[config.mk]
export PLATFORM = sky130hd
export DESIGN_NAME = jk_mod_updown_counter
export DESIGN_NICKNAME = d
export VERILOG_FILES = /design/src/rtl/jk_mod_updown_counter_pkg.sv /design/src/rtl/jk_mod_updown_counter_jk_ff_cell.sv /design/src/rtl/jk_mod_updown_counter.sv
export SDC_FILE = /design/constraint.sdc
export NUM_CORES = 1
export LEC_CHECK = 0
export CORE_UTILIZATION = 40
export CTS_CLUSTER_SIZE = 12
export DETAILED_ROUTE_END_ITERATION = 16
export HOLD_SLACK_MARGIN = 0.03
export PLACE_DENSITY = 0.66
export SLEW_MARGIN = 20
export SYNTH_ARGS = -nofsm -noshare
export SYNTH_HDL_FRONTEND = slang
export SYNTH_HIERARCHICAL = 1
export SYNTH_SLANG_ARGS = --single-unit
[constraint.sdc]
create_clock -name clk -period 2.8 [get_ports clk]
set_clock_uncertainty 0.2 [all_clocks]
set_input_delay 0.42 -clock clk [delete_from_list [all_inputs] [get_ports clk]]
set_output_delay 0.42 -clock clk [all_outputs]
set_load 0.02 [all_outputs]
[src/rtl/jk_mod_updown_counter_pkg.sv]
// Shared defaults for the modulo-N JK up/down counter.
// Holds the default geometry used by the top and its cell.
package jk_mod_updown_counter_pkg;

   localparam int DEF_WIDTH   = 4;
   localparam int DEF_MODULUS = 10;

   // Set-only drive for one JK cell: J is high only for a 0 -> 1 move.
   function automatic logic jk_set(input logic nxt, input logic q_bar);
      return nxt & q_bar;
   endfunction

   // Clear-only drive for one JK cell: K is high only for a 1 -> 0 move.
   function automatic logic jk_clr(input logic nxt, input logic q);
      return ~nxt & q;
   endfunction

endpackage

[src/rtl/jk_mod_updown_counter_jk_ff_cell.sv]
// Single JK flip-flop storage cell with synchronous active-high reset.
// Ports: clk, reset, j, k in; q, q_bar out.
module jk_ff_cell (
   input  logic clk,
   input  logic reset,
   input  logic j,
   input  logic k,
   output logic q,
   output logic q_bar
);

   always_ff @(posedge clk) begin
      if (reset) begin
         q <= 1'b0;
      end else begin
         case ({j, k})
            2'b00:   q <= q;
            2'b01:   q <= 1'b0;
            2'b10:   q <= 1'b1;
            default: q <= ~q;
         endcase
      end
   end

   assign q_bar = ~q;

endmodule

[src/rtl/jk_mod_updown_counter.sv]
// Modulo-N up/down counter built from JK cells, with cascade carry (tc),
// wrap pulse and illegal-load pulse. Ports: clk, reset, en, up_dn, load,
// load_val in; count, tc, wrap, load_err out.
module jk_mod_updown_counter
   import jk_mod_updown_counter_pkg::*;
#(
   parameter int WIDTH   = DEF_WIDTH,
   parameter int MODULUS = DEF_MODULUS
) (
   input  logic             clk,
   input  logic             reset,
   input  logic             en,
   input  logic             up_dn,
   input  logic             load,
   input  logic [WIDTH-1:0] load_val,
   output logic [WIDTH-1:0] count,
   output logic             tc,
   output logic             wrap,
   output logic             load_err
);

   localparam logic [WIDTH-1:0] TC_UP = WIDTH'(MODULUS - 1);

   logic [WIDTH-1:0] nxt;
   logic [WIDTH-1:0] j;
   logic [WIDTH-1:0] k;
   logic [WIDTH-1:0] q_bar;
   logic             load_ok;
   logic             at_top;
   logic             at_bot;

   assign load_ok = (32'(load_val) < MODULUS);
   assign at_top  = (count == TC_UP);
   assign at_bot  = (count == '0);

   // Explicit compare at both ends, so no 2**WIDTH rollover is relied on.
   always_comb begin
      nxt = count;
      if (load) begin
         nxt = load_ok ? load_val : '0;
      end else if (en) begin
         if (up_dn) nxt = at_top ? '0 : count + 1'b1;
         else       nxt = at_bot ? TC_UP : count - 1'b1;
      end
   end

   // Each bit is set, cleared or held; the toggle code never appears.
   always_comb begin
      j = '0;
      k = '0;
      for (int i = 0; i < WIDTH; i++) begin
         j[i] = jk_set(nxt[i], q_bar[i]);
         k[i] = jk_clr(nxt[i], count[i]);
      end
   end

   assign tc = en & ~load &
               ((up_dn & at_top) | (~up_dn & at_bot));

   // tc already excludes load, so a wrap is exactly an enabled terminal edge.
   always_ff @(posedge clk) begin
      if (reset) begin
         wrap     <= 1'b0;
         load_err <= 1'b0;
      end else begin
         wrap     <= tc;
         load_err <= load & ~load_ok;
      end
   end

   for (genvar i = 0; i < WIDTH; i++) begin : g_cell
      jk_ff_cell u_cell (
         .clk   (clk),
         .reset (reset),
         .j     (j[i]),
         .k     (k[i]),
         .q     (count[i]),
         .q_bar (q_bar[i])
      );
   end

   a_no_toggle : assert property (
      @(posedge clk) disable iff (reset) ((j & k) == '0));

   a_in_range : assert property (
      @(posedge clk) disable iff (reset) (32'(count) < MODULUS));

endmodule

# Word level (Yosys, flattened, before mapping)
# Index checks and enable logic that the tools add are counted.
[word_totals]
ff_bits = 6
[classes]
eq_ne = 9
bitwise_logic = 25
n_mux = 10
order_cmp = 1
addsub = 2
reduce_logical = 5
[ops]
columns = ["op", "count"]
rows = [
  ["two-way mux 4 bit", 6],
  ["bitwise AND 1 bit", 13],
  ["case mux 1 bit (3 select lines)", 4],
  ["inverter 1 bit", 11],
  ["equality test 2 x 1 -> 1 bit (second input constant)", 4],
  ["equality test 2 bit (second input constant)", 4],
  ["zero test 2 bit", 4],
  ["adder 4 x 1 -> 4 bit (second input constant)", 1],
  ["equality test 4 bit (second input constant)", 1],
  ["zero test 4 bit", 1],
  ["< comparator 4 bit (second input constant)", 1],
  ["subtractor 4 x 1 -> 4 bit (second input constant)", 1],
  ["bitwise OR 1 bit", 1],
]

# Depth between registers and ports, before layout
[logic_depth]
ltp_word = 9
depth_mapped = 9
ltp_nobuf = 8

# Cells and area by module
# The synthesis kept the hierarchy.
[modules_own_cells]
columns = ["module", "cells_per_inst", "seq_area_each_um2", "area_each_um2", "n_inst"]
rows = [
  ["jk_mod_updown_counter", 69, 40.0, 431.7, 1],
  ["jk_ff_cell", 10, 20.0, 80.1, 4],
]

# Worst setup path after synthesis
# Ideal clock, no wire load.
[synth_path]
path_kind = "register to register"
start = "register g_cell[1].u_cell.q"
end = "register g_cell[3].u_cell.q"
arrival_ns = 2.220
stages_incl_launch_ff = 10
period_less_slack_ns = 2.494
setup_slack_ns = 0.306
setup_ns = 0.074
path_cell_list = "dfxtp_1 buf_6 or4_4 o21ai_0 a31oi_1 a21oi_1 inv_1 ha_1 or3_1 a31oi_1"
[synth_rtl]
columns = ["item", "line", "source"]
rows = [
  ["start: declaration", "jk_mod_updown_counter_jk_ff_cell.sv:8", "output logic q,"],
  ["start signal: assignment", "jk_mod_updown_counter_jk_ff_cell.sv:17", "2'b00: q <= q;"],
  ["start signal: assignment", "jk_mod_updown_counter_jk_ff_cell.sv:20", "default: q <= ~q;"],
  ["subtractor 4 x 1 -> 4 bit, or another cell as far along", "jk_mod_updown_counter.sv:43", "else nxt = at_bot ? TC_UP : count - 1'b1;"],
  ["two-way mux 4 bit (on tied branches)", "jk_mod_updown_counter.sv:43, jk_mod_updown_counter.sv:42", ""],
  ["two-way mux 4 bit *", "jk_mod_updown_counter.sv:42", "if (up_dn) nxt = at_top ? '0 : count + 1'b1;"],
  ["two-way mux 4 bit *", "jk_mod_updown_counter.sv:41", "end else if (en) begin"],
  ["two-way mux 4 bit *", "jk_mod_updown_counter.sv:39", "if (load) begin"],
  ["bitwise AND 1 bit *", "jk_mod_updown_counter_pkg.sv:10", "return nxt & q_bar;"],
  ["via j[3]", "jk_mod_updown_counter.sv:25", "logic [WIDTH-1:0] j;"],
  ["equality test 2 bit, or another cell as far along", "jk_mod_updown_counter_jk_ff_cell.sv:16", "case ({j, k})"],
  ["case mux 1 bit (3 select lines)", "jk_mod_updown_counter_jk_ff_cell.sv:16", ""],
  ["end signal: assignment", "jk_mod_updown_counter_jk_ff_cell.sv:17", ""],
  ["end signal: assignment", "jk_mod_updown_counter_jk_ff_cell.sv:20", ""],
  ["end: declaration", "jk_mod_updown_counter_jk_ff_cell.sv:8", ""],
]
# Mark *: on every way through the listed nets, which the timed path passes. The rest lies on a longest branch.
# A chain may end at the register's enable or synchronous reset.

# Worst setup path after layout
[layout_path]
start = "input port en"
end = "register g_cell[2].u_cell.q"
[layout_rtl]
columns = ["item", "line", "source"]
rows = [
  ["start: declaration", "jk_mod_updown_counter.sv:12", "input logic en,"],
  ["two-way mux 4 bit *", "jk_mod_updown_counter.sv:41", ""],
  ["two-way mux 4 bit *", "jk_mod_updown_counter.sv:39", ""],
  ["bitwise AND 1 bit *", "jk_mod_updown_counter_pkg.sv:10", ""],
  ["via j[2]", "jk_mod_updown_counter.sv:25", ""],
  ["equality test 2 bit, or another cell as far along", "jk_mod_updown_counter_jk_ff_cell.sv:16", ""],
  ["case mux 1 bit (3 select lines)", "jk_mod_updown_counter_jk_ff_cell.sv:16", ""],
  ["end signal: assignment", "jk_mod_updown_counter_jk_ff_cell.sv:17", ""],
  ["end signal: assignment", "jk_mod_updown_counter_jk_ff_cell.sv:20", ""],
  ["end: declaration", "jk_mod_updown_counter_jk_ff_cell.sv:8", ""],
]
# Marked as above.

==> impl_metrics.csv <==
group,metric,value,unit
drt,route.detailed.drc,0,
power,p_total,0.824,mW
clocking,clockBufferDepth,2,
power,power.leakage,0.430,nW
floorplan,num_rows,15,
synth,synth_seq_cells,6,
placed_design,hpwl,1280,µm
timing,finalSetupTns,0,ps
global_route,grt_max_degree,17,
drt,via_per_inst,5.21,
floorplan,die_y,45.4,µm
setup_path,path_cells,"clkdlybuf4s50_1 -> or3b_2 -> a21oi_1 -> nor4_2 -> o21a_1 -> inv_1 -> ha_1 -> or3_1 -> a31oi_1",
timing,period_needed,2570,ps
synth,syn_nets,126,
clocking,clock-sinks,6,
timing,hold_viol,0,
global_route,antenna_found_initial,0,
clocking,cts_tree,"done",
floorplan,start_util,43.1,%
setup_path,slowest_stage,"clkdlybuf4s50_1",
placed_design,port_buffers,15,
setup_path,crit_buf_inv,2,
synth,synth-edff-count,0,
global_route,grt_usage,17.4,%
final_layout,area_growth,39.1,%
global_route,grt_pass1_vias,613,
drt,drtPass1Iterations,4,
synth,synthFlopType,"dfxtp_1",
setup_path,crit_path_max_incr_delay,470,ps
global_route,grt_pass1_wl,2570,µm
final_layout,n_antenna_cell,0,
synth,postSynthCellCount,109,
final_layout,design_area,1050,µm²
power,intPower,0.457,mW
power,power.density,788,nW/µm²
drt,drt_iter0_drc,8,
timing,setup_viol,0,
timing,drv_slew,0,
run_status,outcome,"finished clean",
floorplan,top_level_ports,16,
clocking,clk_latency,240,ps
clocking,cts-buffers-inserted,3,
synth,yosysSeqAreaShare,16.0,%
drt,ant_nets,0,
power,peakVddDrop,0.444,mV
synth,synth.avg_cell_area,6.90,µm²
setup_path,crit_fanout,2,
synth,async_flop_share,0,%
setup_path,start_kind,"input port",
final_layout,drive_gt1_share,18.4,%
synth,netlist.top_cell.by_area,"dfxtp_1",
power,p_switching,0.367,mW
setup_path,critical_path_required,2770,ps
power,power_frac_seq,22.2,%
timing,slew_headroom,70.9,%
setup_path,worstSetupPathType,"in2reg",
synth,synth_commonest_cells,"inv_1, nand2_1, ha_1, a31oi_1, o21ai_0",
drt,vias,839,
timing,worst_pin_slew,436,ps
synth,ys_warn_count,6,
floorplan,core,1750,µm²
timing,fmax,389,MHz
synth,ys_top_cells_by_area,"dfxtp_1, ha_1, inv_1",
setup_path,cp_top_family,"simple AND/OR/NAND/NOR gates",
power,switching_share,44.5,%
setup_path,cp-end-kind,"register",
clocking,h-tree-depth,1,
global_route,gr-total-overflow,0,
placed_design,dpl_cell_area,1010,µm²
flow_run,maxCapViolCount,0,
drt,wl_per_cell,10.6,µm
synth,yosysTopAreaCellShare,16.0,%
floorplan,die_area,2060,µm²
clocking,clkTransAtPathRegs,40,ps
clocking,cts_hold_buf,0,
synth,ys_types,31,
drt,routed_wl,1700,µm
clocking,cts_root_buf,"clkbuf_4",
worst_hold_path,hp-class,"reg2reg",
power,power_frac_clock,9.5,%
timing,post-route-period-util,91.7,%
setup_path,worstPathArrival,2540,ps
synth,syn-cell-area,752,µm²
timing,rsz0062_at_grt,"false",
power,combPwrFrac,68.3,%
floorplan,die-width,45.4,µm
placed_design,gp_congestion,0.801,
final_layout,nets,155,
-- cell families after synthesis --
kind of cell / Yosys count / synth area share, %
DFF: 6 / 16.0
buffers and inverters: 21 / 12.0
xor gates and xnor gates: 2 / 2.33
adders and majority gates: 8 / 13.3
and+or+nand+nor: 44 / 32.3
AOI/OAI and AO/OA: 28 / 24.1
-- power by group through the flow --
| stage | combinational (mW) | sequential (mW) | clock, mW |
|---|---|---|---|
| 2_1_floorplan | 0.369 | 0.179 | 0 |
| 3_3_place_gp | 0.532 | 0.181 | 0 |
| 3_5_place_dp | 0.549 | 0.184 | 0 |
| 4_1_cts | 0.553 | 0.183 | 0.0823 |
| 5_1_grt | 0.627 | 0.192 | 0.0890 |
| 6_report | 0.563 | 0.183 | 0.0785 |
-- layer usage --
metal | wire [µm] | global-route usage, %
met3 | 73 | 7.20
met1 | 814 | 23.1
met4 | 0 | 1.82
met5 | 0 | 0
met2 | 816 | 27.2
-- timing repair --
action,CTS,global route
setup endpoints to repair,1,2
resized for setup,1,2
buffers inserted,0,1
pin swaps,0,1
-- layout by cell type (no fill, tap or decap) --
master	netlist	final
o21ba_2	1	1
nand2b_1	3	3
o21ai_0	7	7
nor4_2	0	1
inv_1	14	14
a31oi_1	7	7
nor2_1	4	4
nand2_1	14	14
nor2b_1	2	2
a211o_1	1	1
o31ai_1	2	2
xnor2_1	2	2
nand3_1	4	4
o21a_1	1	1
clkbuf_4	0	3
a211oi_1	1	1
dfxtp_1	6	6
or3b_2	1	1
a21oi_1	5	5
dlymetal6s2s_1	0	1
or4_4	1	1
o311ai_0	1	1
clkdlybuf4s50_1	0	13
and2_1	1	1
buf_4	0	16
nand3b_1	5	5
and2_2	1	1
o211a_1	2	2
or3_1	5	5
nor3b_1	1	1
or3_2	1	1
dlygate4sd2_1	0	1
ha_1	8	8
-- worst paths after layout --
check                           slack [ps]                  to  depth (start not counted)               start
worst max-delay path                   230  g_cell[2].u_cell/q                          9                  en
worst min-delay path                   440  g_cell[3].u_cell/q                          2  g_cell[3].u_cell/q
worst min register to register         440  g_cell[3].u_cell/q                          2  g_cell[3].u_cell/q
worst max register to register         240  g_cell[3].u_cell/q                          8  g_cell[1].u_cell/q
-- area by class of cell --
type | instances | area, µm²
fillers | 173 | 699
multi-input cells | 82 | 548
repair buffers | 31 | 272
flip-flops and latches | 6 | 120
inverters | 14 | 52.6
well taps | 25 | 31.3
clock buffers | 3 | 22.5
-- flip-flops by register name, summed over array words and instances, names as in the netlist --
name and cells:
g_cell.u_cell/q 4, load_err 1, wrap 1
-- metrics by stage --
stage	utilization [%]	setup slack, ps	hold slack, ps	instances
after floorplan	-	306	289	109
after global placement	57.8	-102	421	157
after detailed placement	57.8	-137	438	157
after CTS	59.0	87.1	443	160
after global routing	59.9	74.3	479	161
final	59.9	231	442	161
-- tightest hold or removal path: cells and delay by family (launching register included) --
| family | cells | cell delay [ps] |
|---|---|---|
| flops | 1 | 420 |
| simple gates | 1 | 100 |
| compound gates | 1 | 60 |
Note: power is estimated with default switching activity, not from simulation.
